$ cat config.mk
export PLATFORM = sky130hd
export DESIGN_NAME = mem_wb_forward_source
export DESIGN_NICKNAME = d
export VERILOG_FILES = /design/src/rtl/mem_wb_forward_source.sv
export SDC_FILE = /design/constraint.sdc
export NUM_CORES = 1
export LEC_CHECK = 0
export ABC_AREA = 1
export ABC_CLOCK_PERIOD_IN_PS = 6100
export CORE_ASPECT_RATIO = 1.75
export CORE_MARGIN = 3
export CORE_UTILIZATION = 25
export CTS_BUF_LIST = sky130_fd_sc_hd__clkbuf_16
export CTS_CLUSTER_DIAMETER = 30
export CTS_CLUSTER_SIZE = 8
export DETAILED_ROUTE_END_ITERATION = 6
export GPL_ROUTABILITY_DRIVEN = 1
export PLACE_DENSITY_LB_ADDON = 0.15
export SLEW_MARGIN = 0
export SYNTH_ARGS = -nofsm -noshare
export SYNTH_HDL_FRONTEND = slang
export SYNTH_SLANG_ARGS = --single-unit
export TNS_END_PERCENT = 10
$ cat constraint.sdc
create_clock -name clk -period 6.1 [get_ports clk]
set_input_delay 1.83 -clock clk [delete_from_list [all_inputs] [get_ports clk]]
set_output_delay 1.83 -clock clk [all_outputs]
set_load 0.1 [all_outputs]
$ cat src/rtl/mem_wb_forward_source.sv
// EX/MEM and MEM/WB pipeline registers with data-memory access and load formatting.
// Define MEM_STALL_EN to build the req/ready wait-state FSM, timeout counter and mem_err.
module mem_wb_forward_source #(
    parameter int          ADDR_W    = 10,
    parameter int          WAIT_MAX  = 15,
    parameter logic [31:0] NOP_INSTR = 32'h00000013
) (
    input  logic              clk,
    input  logic              reset_n,
    input  logic [63:0]       ex_ALU_result,
    input  logic [63:0]       ex_store_data,
    input  logic [31:0]       ex_Instruction,
    input  logic              ex_RegWrite,
    input  logic              ex_MemRead,
    input  logic              ex_MemWrite,
    input  logic              ex_MemtoReg,
    input  logic              ex_mem_flush,
    output logic              dmem_req,
    output logic              dmem_we,
    output logic [ADDR_W-1:0] dmem_addr,
    output logic [63:0]       dmem_wdata,
    output logic [7:0]        dmem_wstrb,
    input  logic [63:0]       dmem_rdata,
    input  logic              dmem_ready,
    output logic [63:0]       EX_MEM_ALU_result,
    output logic [31:0]       EX_MEM_Instruction,
    output logic              EX_MEM_RegWrite,
    output logic [63:0]       MEM_WB_WriteBack,
    output logic [31:0]       MEM_WB_Instruction,
    output logic              MEM_WB_RegWrite,
    output logic              mem_stall,
    output logic              mem_err
);

    logic [63:0] ex_mem_sdata;
    logic        ex_mem_memread, ex_mem_memwrite, ex_mem_memtoreg;
    logic        access, abort;
    logic [2:0]  funct3, lane;
    logic [7:0]  strb_base;
    logic [63:0] rshift, load_fmt;

    assign access = ex_mem_memread | ex_mem_memwrite;
    assign funct3 = EX_MEM_Instruction[14:12];

    always_ff @(posedge clk) begin
        if (!reset_n) begin
            EX_MEM_ALU_result  <= '0;
            ex_mem_sdata       <= '0;
            EX_MEM_Instruction <= NOP_INSTR;
            EX_MEM_RegWrite    <= 1'b0;
            ex_mem_memread     <= 1'b0;
            ex_mem_memwrite    <= 1'b0;
            ex_mem_memtoreg    <= 1'b0;
        end else if (!mem_stall) begin
            if (ex_mem_flush) begin
                EX_MEM_ALU_result  <= '0;
                ex_mem_sdata       <= '0;
                EX_MEM_Instruction <= NOP_INSTR;
                EX_MEM_RegWrite    <= 1'b0;
                ex_mem_memread     <= 1'b0;
                ex_mem_memwrite    <= 1'b0;
                ex_mem_memtoreg    <= 1'b0;
            end else begin
                EX_MEM_ALU_result  <= ex_ALU_result;
                ex_mem_sdata       <= ex_store_data;
                EX_MEM_Instruction <= ex_Instruction;
                // writes to x0 never reach the register file or the forwarding compare
                EX_MEM_RegWrite    <= ex_RegWrite && (ex_Instruction[11:7] != 5'd0);
                ex_mem_memread     <= ex_MemRead;
                ex_mem_memwrite    <= ex_MemWrite;
                ex_mem_memtoreg    <= ex_MemtoReg;
            end
        end
    end

    // Misaligned addresses snap down to the access size's natural alignment.
    always_comb begin
        lane      = EX_MEM_ALU_result[2:0];
        strb_base = 8'h01;
        case (funct3[1:0])
            2'd0: begin lane = EX_MEM_ALU_result[2:0];         strb_base = 8'h01; end
            2'd1: begin lane = {EX_MEM_ALU_result[2:1], 1'b0}; strb_base = 8'h03; end
            2'd2: begin lane = {EX_MEM_ALU_result[2], 2'b00};  strb_base = 8'h0F; end
            default: begin lane = 3'd0;                        strb_base = 8'hFF; end
        endcase
    end

    assign dmem_we    = ex_mem_memwrite;
    assign dmem_addr  = {EX_MEM_ALU_result[ADDR_W-1:3], 3'b000};
    assign dmem_wdata = ex_mem_sdata << {lane, 3'b000};
    assign dmem_wstrb = ex_mem_memwrite ? (strb_base << lane) : 8'h00;
    assign rshift     = dmem_rdata >> {lane, 3'b000};

    always_comb begin
        load_fmt = rshift;
        case (funct3)
            3'd0: load_fmt = {{56{rshift[7]}},  rshift[7:0]};
            3'd1: load_fmt = {{48{rshift[15]}}, rshift[15:0]};
            3'd2: load_fmt = {{32{rshift[31]}}, rshift[31:0]};
            3'd4: load_fmt = {56'd0, rshift[7:0]};
            3'd5: load_fmt = {48'd0, rshift[15:0]};
            3'd6: load_fmt = {32'd0, rshift[31:0]};
            default: load_fmt = rshift;
        endcase
    end

`ifdef MEM_STALL_EN
    localparam int CNT_W = $clog2(WAIT_MAX + 1);
    localparam logic [CNT_W-1:0] CNT_MAX = CNT_W'(WAIT_MAX);

    typedef enum logic {S_IDLE, S_WAIT} state_t;
    state_t         state, state_nxt;
    logic [CNT_W-1:0] cnt, cnt_nxt;

    always_ff @(posedge clk) begin
        if (!reset_n) begin
            state   <= S_IDLE;
            cnt     <= '0;
            mem_err <= 1'b0;
        end else begin
            state <= state_nxt;
            cnt   <= cnt_nxt;
            if (abort) mem_err <= 1'b1;
        end
    end

    always_comb begin
        state_nxt = state;
        cnt_nxt   = cnt;
        dmem_req  = 1'b0;
        mem_stall = 1'b0;
        abort     = 1'b0;
        case (state)
            S_IDLE: begin
                if (access) begin
                    dmem_req = 1'b1;
                    if (!dmem_ready) begin
                        mem_stall = 1'b1;
                        state_nxt = S_WAIT;
                        cnt_nxt   = CNT_W'(1);
                    end
                end
            end
            default: begin
                dmem_req = 1'b1;
                if (dmem_ready) begin
                    state_nxt = S_IDLE;
                end else if (cnt == CNT_MAX) begin
                    // timeout: let EX/MEM advance, drop the access into a MEM/WB bubble
                    abort     = 1'b1;
                    state_nxt = S_IDLE;
                end else begin
                    mem_stall = 1'b1;
                    cnt_nxt   = cnt + 1'b1;
                end
            end
        endcase
    end
`else
    logic unused_ready;
    assign unused_ready = dmem_ready;
    assign dmem_req     = access;
    assign mem_stall    = 1'b0;
    assign mem_err      = 1'b0;
    assign abort        = 1'b0;
`endif

    always_ff @(posedge clk) begin
        if (!reset_n) begin
            MEM_WB_WriteBack   <= '0;
            MEM_WB_Instruction <= NOP_INSTR;
            MEM_WB_RegWrite    <= 1'b0;
        end else if (mem_stall || abort) begin
            MEM_WB_WriteBack   <= '0;
            MEM_WB_Instruction <= NOP_INSTR;
            MEM_WB_RegWrite    <= 1'b0;
        end else begin
            MEM_WB_WriteBack   <= ex_mem_memtoreg ? load_fmt : EX_MEM_ALU_result;
            MEM_WB_Instruction <= EX_MEM_Instruction;
            MEM_WB_RegWrite    <= EX_MEM_RegWrite;
        end
    end

endmodule

* Yosys cells after proc, flatten, opt, wreduce, memory -nomap -nowiden *
Index checks and enable logic that the tools add are counted.

storage, ports and cells
  register bits after elaboration = 261
  output and inout port bits = 280
  logic and storage cells = 32

operators by class
  equal/unequal tests = 7
  shift operators = 3
  multiplexer cells = 5
  bitwise logic cells = 2
  reductions and logical operators = 5

operators with widths
  operator                                                               number
  64-bit one-hot mux with 6 select lines                                 1
  64-bit two-way mux                                                     1
  64-bit by 6-bit left shift with 64-bit output                          1
  64-bit by 6-bit right shift with 64-bit output                         1
  8-bit one-hot mux with 3 select lines                                  1
  3-bit equality test, second input constant                             3
  3-bit one-hot mux with 3 select lines                                  1
  8-bit two-way mux                                                      1
  8-bit by 3-bit left shift with 8-bit output                            1
  5-bit nonzero test                                                     1
  3-bit by 1-bit equality test with 1-bit output, second input constant  1
  3-bit by 2-bit equality test with 1-bit output, second input constant  1
  3-bit zero test                                                        1
  2-bit by 1-bit equality test with 1-bit output, second input constant  1
  2-bit equality test, second input constant                             1
  2-bit zero test                                                        1
  2-bit OR reduction                                                     1
  1-bit logical AND                                                      1
  1-bit NOT                                                              1
  1-bit bitwise OR                                                       1

* Longest topological paths before layout *
Gate-level depths: netlist of the first run.

  word-level depth = 5
  depth in mapped cells = 14
  mapped depth without buffers = 11

* Worst setup path before layout of the first run *
Ideal clock, no wire load.

  path kind = reg-to-output
  from = register EX_MEM_Instruction[13]
  to = output dmem_wdata[5]
  arrival = 4923 ps
  path slack = -653 ps
  stages on the path, launching flop included = 9
  buffers on the path = 4
  cells stage by stage = dfxtp_1 -> buf_2 -> inv_2 -> nand2_1 -> inv_1 -> buf_4 -> buf_2 -> buf_2 -> nor4_1

on the way
  word-level cells in the longest chain between the ends = 3
  elaborated cells between the ends (all ways) = 5
  those cells by class = eq/ne: 2; shift: 1; mux: 1; reduce/logical: 1

ends and longest elaborated chain
  element                                            RTL line  source
  start: declaration                                 26        output logic [31:0] EX_MEM_Instruction,
  start signal: assignment                           66        EX_MEM_Instruction <= ex_Instruction;
  2-bit equality test, or another cell as far along  80        case (funct3[1:0])
  3-bit one-hot mux with 3 select lines (*)          80
  64-bit by 6-bit left shift with 64-bit output (*)  90        assign dmem_wdata = ex_mem_sdata << {lane, 3'b000};
  end: declaration                                   21        output logic [63:0] dmem_wdata,

Every way passes the cells marked *; elsewhere a longest branch is shown, timed or not.

* Worst setup path in the final report of the first run *
  from = register EX_MEM_Instruction[13]
  to = output dmem_wdata[58]

The elaborated chain is that of the path after synthesis.

==> results of run 1 <==
==> power groups by stage <==
stage	Clock [W]	Combinational (W)	Sequential, W
after floorplan	0	0.000568	0.00222
after global placement	0	0.00142	0.00185
after detailed placement	0	0.00142	0.00185
after CTS	0.00310	0.00143	0.00182
after global routing	0.00317	0.00149	0.00182
final	0.00302	0.00141	0.00182
==> final cells by class <==
cell class                 count  area share [%]
timing repair buffer         518            28.2
sequential                   261            27.2
multi-input combinational   1111            25.5
clock buffer                  57            7.42
inverter                     273            5.37
tap                          583            3.80
clock inverter                37            2.35
antenna                       11           0.143
==> metrics by stage <==
step	setup slack [ps]	std cells	hold WS [ps]	TNS, ps	power, W
after floorplan	-81.9	1768	594	-580	0.00279
after global placement	908	2746	417	0	0.00327
after detailed placement	853	2746	425	0	0.00327
after CTS	195	2840	428	0	0.00635
after global routing	327	2845	448	0	0.00648
final	652	2851	428	0	0.00626
==> cell usage after synthesis, types with 4 or more instances <==
cell,instances
inv_2,4
clkbuf_1,51
dfxtp_1,261
buf_2,45
buf_6,4
or2_2,20
inv_1,268
nand2_1,347
o22ai_1,5
o211ai_1,17
or2_0,8
nor3_1,4
nand3_1,116
nor2_1,334
buf_4,22
o21ai_0,176
o21ai_1,23
a21oi_1,32
==> cells by family (layout without fill, tap and decap cells) <==
logic type / count (synthesis) / count (layout) / synth area share (%)
other cells: 1 / 16 / 0.0320
flops: 261 / 261 / 44.5
simple gates: 841 / 841 / 29.2
compound gates: 262 / 262 / 11.9
buf+inv: 396 / 885 / 14.1
mux: 3 / 3 / 0.256
==> sequential cells by signal (all words and copies together), names as in the netlist <==
name,count
EX_MEM_ALU_result,64
EX_MEM_Instruction,32
EX_MEM_RegWrite,1
MEM_WB_Instruction,32
MEM_WB_RegWrite,1
MEM_WB_WriteBack,64
dmem_we,1
ex_mem_memread,1
ex_mem_memtoreg,1
ex_mem_sdata,64
==> worst max-delay path by stage <==
stage	start	to	slack, ps	cells past startpoint
floorplan	EX_MEM_Instruction[13]$_SDFF_PP0_	dmem_wdata[44]	-80	8
global placement	EX_MEM_Instruction[13]$_SDFF_PP0_	dmem_wdata[42]	910	6
detailed placement	EX_MEM_Instruction[13]$_SDFF_PP0_	dmem_wdata[42]	850	6
CTS	EX_MEM_Instruction[13]$_SDFF_PP0_	dmem_wdata[42]	190	6
global route	EX_MEM_Instruction[13]$_SDFF_PP0_	dmem_wdata[58]	330	8
finish	EX_MEM_Instruction[13]$_SDFF_PP0_	dmem_wdata[58]	650	8
==> per-layer routing <==
metal | vias up | routed length (um) | track usage, %
met5 | - | 111 | 0
met4 | 16 | 2120 | 8.65
met3 | 112 | 4080 | 5.51
met2 | 497 | 28300 | 38.8
met1 | 5780 | 18800 | 21.1
li1 | 6310 | - | -
==> critical path, cell delays in order (launching register included) <==
cell	delay [ps]
dfxtp_1	450
nor2_4	520
nand2_8	350
inv_2	610
o21ai_0	200
nand2_1	90
o21ai_1	100
o21ai_0	450
buf_12	240
==> what timing repair did <==
item                       in CTS  in global routing
resized for setup               0                  1
setup endpoints to repair       0                  5
hold buffers                    0                  0
==> key figures, run 1 <==
Min path
  • Worst Hold Path EP: MEM_WB_Instruction[16]$_SDFF_PN0_
  • Hold depth: 2
  • Hold Path Origin: EX_MEM_Instruction[16]$_SDFF_PP0_
  • Hold Path Class: flop to flop

CTS
  • Post-CTS setup buffer count: 0
  • Clock root buffer: clkbuf_16
  • Sink Count: 261
  • CTS tree: built
  • Inserted Clock Buffers: 55
  • Clk Latency, worst-skew pair: 570 ps
  • Max clock buf depth: 3
  • CTS clk-pin slew, worst paths: 50 ps
  • Htree depth: 2

Global routing
  • GRT overflow: 0
  • Initial antenna violation count: 20
  • Vias in the first global route: 12600
  • GRT Overall Usage: 20.6%
  • Largest net degree at the start of global routing: 103
  • First-pass GRT wire length: 78000 um

Synthesis
  • Cell variety after synth: 39
  • Gate Count Post-Synth: 1764
  • Leading area contributor after synthesis: dfxtp_1
  • Synth top area cells: dfxtp_1 45%, nand2_1 11%, nor2_1 11%, inv_1 8.6%, o21ai_0 7.5%
  • Yosys top cell area share: 44.5%
  • Post-synthesis cell area: 11700 sq um
  • Syn_area_per_cell: 6.65 sq um
  • Seq/Total Area, Yosys: 44.5%
  • Main flop type after synthesis: dfxtp_1
  • EDFF count, synth: 0
  • Syn. warnings: 0
  • Ys async rst share: 0%
  • FF+latch count, synth: 261

STA
  • Rel. slew slack: 26.6%
  • Slew @ Worst Pin: 1100 ps
  • Crit path time final: 5450 ps
  • Tcrit/Tclk final: 89.3%
  • Skew final: 13.1 ps
  • Setup Viol. Count Final: 0
  • Fmax: 184 MHz
  • Final hold vios: 0
  • RSZ-0062 raised after global routing: no
  • Slew Viols, Final: 0

Final layout
  • Sequential cell area: 5230 sq um
  • Fin nets: 2452
  • Most frequent cells in the layout: 431 x clkdlybuf4s50_1, 345 x nand2_1, 334 x nor2_1
  • Multi-input logic area: 4900 sq um
  • Post-layout util: 41.6%
  • Filler Cell Count: 4772
  • Commonest non-fill, non-tap cell in the layout: clkdlybuf4s50_1
  • Fin area: 19200 sq um
  • Layout cells sized above 1: 9.22%
  • Area Growth Syn to Fin: 63.7%

Detailed routing
  • Post-DRT Antenna Nets: 0
  • Via density per instance: 4.46
  • Detailed-route via count: 12700
  • Drt wl/cell: 18.7 um
  • First-iteration detailed-routing DRC count: 589
  • DRT Pass-1 Iters: 5
  • WL final: 53400 um
  • # DRC: 0

Place
  • Buffers on Ports: 505
  • Placed Area: 17300 sq um
  • HPWL after detailed placement: 40600 um
  • Placer Congestion: 0.890

Critical path
  • Worst Path Max Fanout: 56
  • RR Endpoint: MEM_WB_WriteBack[55]$_SDFF_PN0_
  • Reg2Reg Depth: 12
  • Worst EP arrival: 3620 ps
  • CP Launch Type: flop
  • Worst R2R Start: EX_MEM_Instruction[13]$_SDFF_PP0_
  • Critical Path End Type: output port
  • Critical path type: flop to output port
  • FF-to-FF setup slack: 2290 ps
  • Req. time, crit path: 4270 ps

Floorplan
  • Core Area: 46200 sq um
  • Die width: 170 um
  • Starting Density: 25.4%
  • Die ar.: 49700 sq um
  • Num rows: 104
  • # IOs: 512
  • Chip Height: 293 um

Power and ir drop
  • Switch Pwr: 0.00201 W
  • Combinational share of power: 22.6%
  • Sw frac: 32.2%
  • Reg power frac: 29.1%
  • Pwr Density: 326 nW/um^2
  • P_leak: 8.90 nW
  • Clk pwr share: 48.3%
  • P_int: 0.00424 W
  • Peak VDD IR: 0.000197 V

Outcome
  • Outcome: complete, no violations

Run
  • MaxCap Viol Count: 0
Power figures use the tool's default switching activity.
==> inputs of run 2 (changes only) <==
Settings changed: REMOVE_ABC_BUFFERS set to 1, SLEW_MARGIN 0 to not set.
==> key figures, run 2 (synthesis results as in run 1) <==
Outcome
  • Outcome: complete, no violations

Critical path
  • Req. time, crit path: 4270 ps (about the same)
  • Worst Path Max Fanout: 71 (+27%)
  • Reg2Reg Depth: 9 (-3)
  • Worst EP arrival: 3610 ps (about the same)
  • Worst-path cell chain: nand2_2, nand2_4, inv_2, nor4_1, buf_4
  • RR Endpoint: MEM_WB_WriteBack[36]$_SDFF_PN0_
  • Critical path type: flop to output port
  • Critical Path End Type: output port
  • FF-to-FF setup slack: 1580 ps (-710 ps)
  • CP max stage cell: nand2_4
  • Crit-path max cell delay: 720 ps (+110 ps)
  • Worst R2R Start: EX_MEM_Instruction[13]$_SDFF_PP0_
  • CP Launch Type: flop

STA
  • Rel. slew slack: 28.2% (+1.6 points)
  • Setup Viol. Count Final: 0 (unchanged)
  • Tcrit/Tclk final: 89.3% (about the same)
  • Final hold vios: 0 (unchanged)
  • RSZ-0062 raised after global routing: no
  • Skew final: 18.2 ps (+5.13 ps)
  • Fmax: 184 MHz (about the same)
  • Crit path time final: 5440 ps (-3.70 ps)
  • Slew @ Worst Pin: 1070 ps (-23.5 ps)
  • Slew Viols, Final: 0 (unchanged)
  • Worst setup margin: 656 ps (+3.70 ps)

Power and ir drop
  • Sw frac: 33.4% (+1.2 points)
  • Switch Pwr: 0.00191 W (-5.1%)
  • Combinational share of power: 24.9% (+2.3 points)
  • Peak VDD IR: 0.000291 V (+47%)
  • P_leak: 8.77 nW (-1.5%)
  • Pwr Density: 301 nW/um^2 (-7.6%)
  • P_int: 0.00382 W (-10%)
  • Clk pwr share: 43.3% (-5.0 points)
  • Reg power frac: 31.7% (+2.6 points)

Final layout
  • Biggest regs: EX_MEM_ALU_result: 64 flops, MEM_WB_WriteBack: 64 flops, ex_mem_sdata: 64 flops
  • Layout cells sized above 1: 8.78% (-0.44 points)
  • Most frequent cells in the layout: 432 x clkdlybuf4s50_1, 345 x nand2_1, 334 x nor2_1
  • Fin nets: 2451 (-0.041%)
  • Area Growth Syn to Fin: 62.1%
  • Post-layout util: 41.2% (-0.41 points)
  • Final Non-Filler Cells: 2836 (-0.53%)
  • Commonest non-fill, non-tap cell in the layout: clkdlybuf4s50_1

Global routing
  • GRT Overall Usage: 19.5% (-1.1 points)
  • GRT overflow: 0 (unchanged)
  • Vias in the first global route: 12600 (-0.040%)
  • Initial antenna violation count: 8 (-60%)
  • First-pass GRT wire length: 74400 um (-4.7%)
  • Largest net degree at the start of global routing: 83 (-19%)

CTS
  • Cts hold-fix bufs: 0 (unchanged)
  • Htree depth: 2 (unchanged)
  • Max clock buf depth: 3 (unchanged)
  • Inserted Clock Buffers: 48 (-13%)
  • PostCTS Resize Cnt: 0 (unchanged)
  • Post-CTS setup buffer count: 0 (unchanged)
  • CTS clk-pin slew, worst paths: 50 ps (about the same)
  • Sink Count: 261 (unchanged)
  • Clk Latency, worst-skew pair: 550 ps (-20 ps)
  • CTS tree: built
  • Clock root buffer: clkbuf_16

Detailed routing
  • Detailed-route via count: 12500 (-1.5%)
  • DRT Pass-1 Iters: 5 (unchanged)
  • First-iteration detailed-routing DRC count: 600 (+1.9%)
  • WL final: 50300 um (-5.7%)
  • Drt wl/cell: 17.7 um (-5.2%)
  • # DRC: 0 (unchanged)
  • Post-DRT Antenna Nets: 0 (unchanged)
  • Via density per instance: 4.42 (-1.0%)

Min path
  • Hold Path Class: flop to flop
  • Hold Path Origin: EX_MEM_Instruction[2]$_SDFF_PP0_
  • Hold depth: 2 (unchanged)
  • Worst Hold Path EP: MEM_WB_Instruction[2]$_SDFF_PN0_

Floorplan
  • Core Area: 46200 sq um (unchanged)
  • Starting Density: 25.4% (unchanged)
  • Chip Height: 293 um (unchanged)
  • Die width: 170 um (unchanged)
  • # IOs: 512 (unchanged)
  • Num rows: 104 (unchanged)
  • Die ar.: 49700 sq um (unchanged)

Place
  • Worst slack, placed: 1140 ps (+288 ps)
  • Placer Congestion: 0.837 (-6.0%)
  • Buffers on Ports: 505 (unchanged)
  • HPWL after detailed placement: 37000 um (-8.8%)
  • # placed instances: 2752 (+0.22%)

Run
  • MaxCap Viol Count: 0 (unchanged)
[run 2: changes by cell type in the layout (fill, tap and decap cells not counted), moves of 6 or more]
| cell | change |
|---|---|
| buf_12 | +13 |
| buf_4 | -8 |
| bufinv_16 | -6 |
| clkbuf_16 | -6 |
| clkinv_4 | -6 |
| inv_1 | -7 |
[run 2: cell type report]
type,count,area [sq um]
well taps,583,729
clock inverters,25,218
multi-input cells,1111,4890
fillers,4828,27200
diodes,8,20.0
flip-flops and latches,261,5230
repair buffers,524,5630
clock buffers,51,1280
inverters,273,1030
[run 2: metal layers]
metal / vias up / global-route usage [%] / wire, um
li1: 6298 / - / -
met1: 5654 / 20.6 / 18200
met2: 461 / 36.3 / 26600
met3: 108 / 4.32 / 3530
met4: 0 / 8.87 / 2020
met5: - / 0 / 0
[run 2: power groups by stage]
stage / Combinational [W] / Sequential, W / Clock [W]
after floorplan: 0.000519 / 0.00224 / 0
after global placement: 0.00144 / 0.00185 / 0
after detailed placement: 0.00144 / 0.00185 / 0
after CTS: 0.00144 / 0.00182 / 0.00255
after global routing: 0.00151 / 0.00182 / 0.00261
final: 0.00143 / 0.00182 / 0.00248
[run 2: worst max path at each step]
stage                                       from              to  slack [ps]  cells past startpoint
2_1_floorplan  EX_MEM_Instruction[13]$_SDFF_PP0_   dmem_wdata[5]       -3670                      4
3_3_place_gp   EX_MEM_Instruction[13]$_SDFF_PP0_   dmem_wdata[5]        1150                      5
3_5_place_dp   EX_MEM_Instruction[13]$_SDFF_PP0_  dmem_wdata[62]        1140                      5
4_1_cts        EX_MEM_Instruction[13]$_SDFF_PP0_  dmem_wdata[12]         550                      5
5_1_grt        EX_MEM_Instruction[13]$_SDFF_PP0_   dmem_wdata[5]         340                      5
6_report       EX_MEM_Instruction[13]$_SDFF_PP0_   dmem_wdata[5]         660                      5
[run 2: per-stage QoR]
stage               hold WS (ps)  area (sq um)  setup TNS, ps  power, W
floorplan                    874         11100        -138510   0.00276
global placement             419         17500              0   0.00329
detailed placement           425         17500              0   0.00329
CTS                          434         19000              0   0.00581
global route                 450         19000              0   0.00594
finish                       430         19000              0   0.00573
[run 2: critical path, delay by kind of cell, from the launching register on]
family,cells,cell delay (ps)
flops,1,540
buf+inv,2,930
simple gates,3,1520
==> inputs of run 3 (changes only) <==
Settings changed: SKIP_CTS_REPAIR_TIMING set to 1, SKIP_LAST_GASP set to 1.
==> results of run 3 <==
Final layout, timing and power as in run 2 (identical DEF).
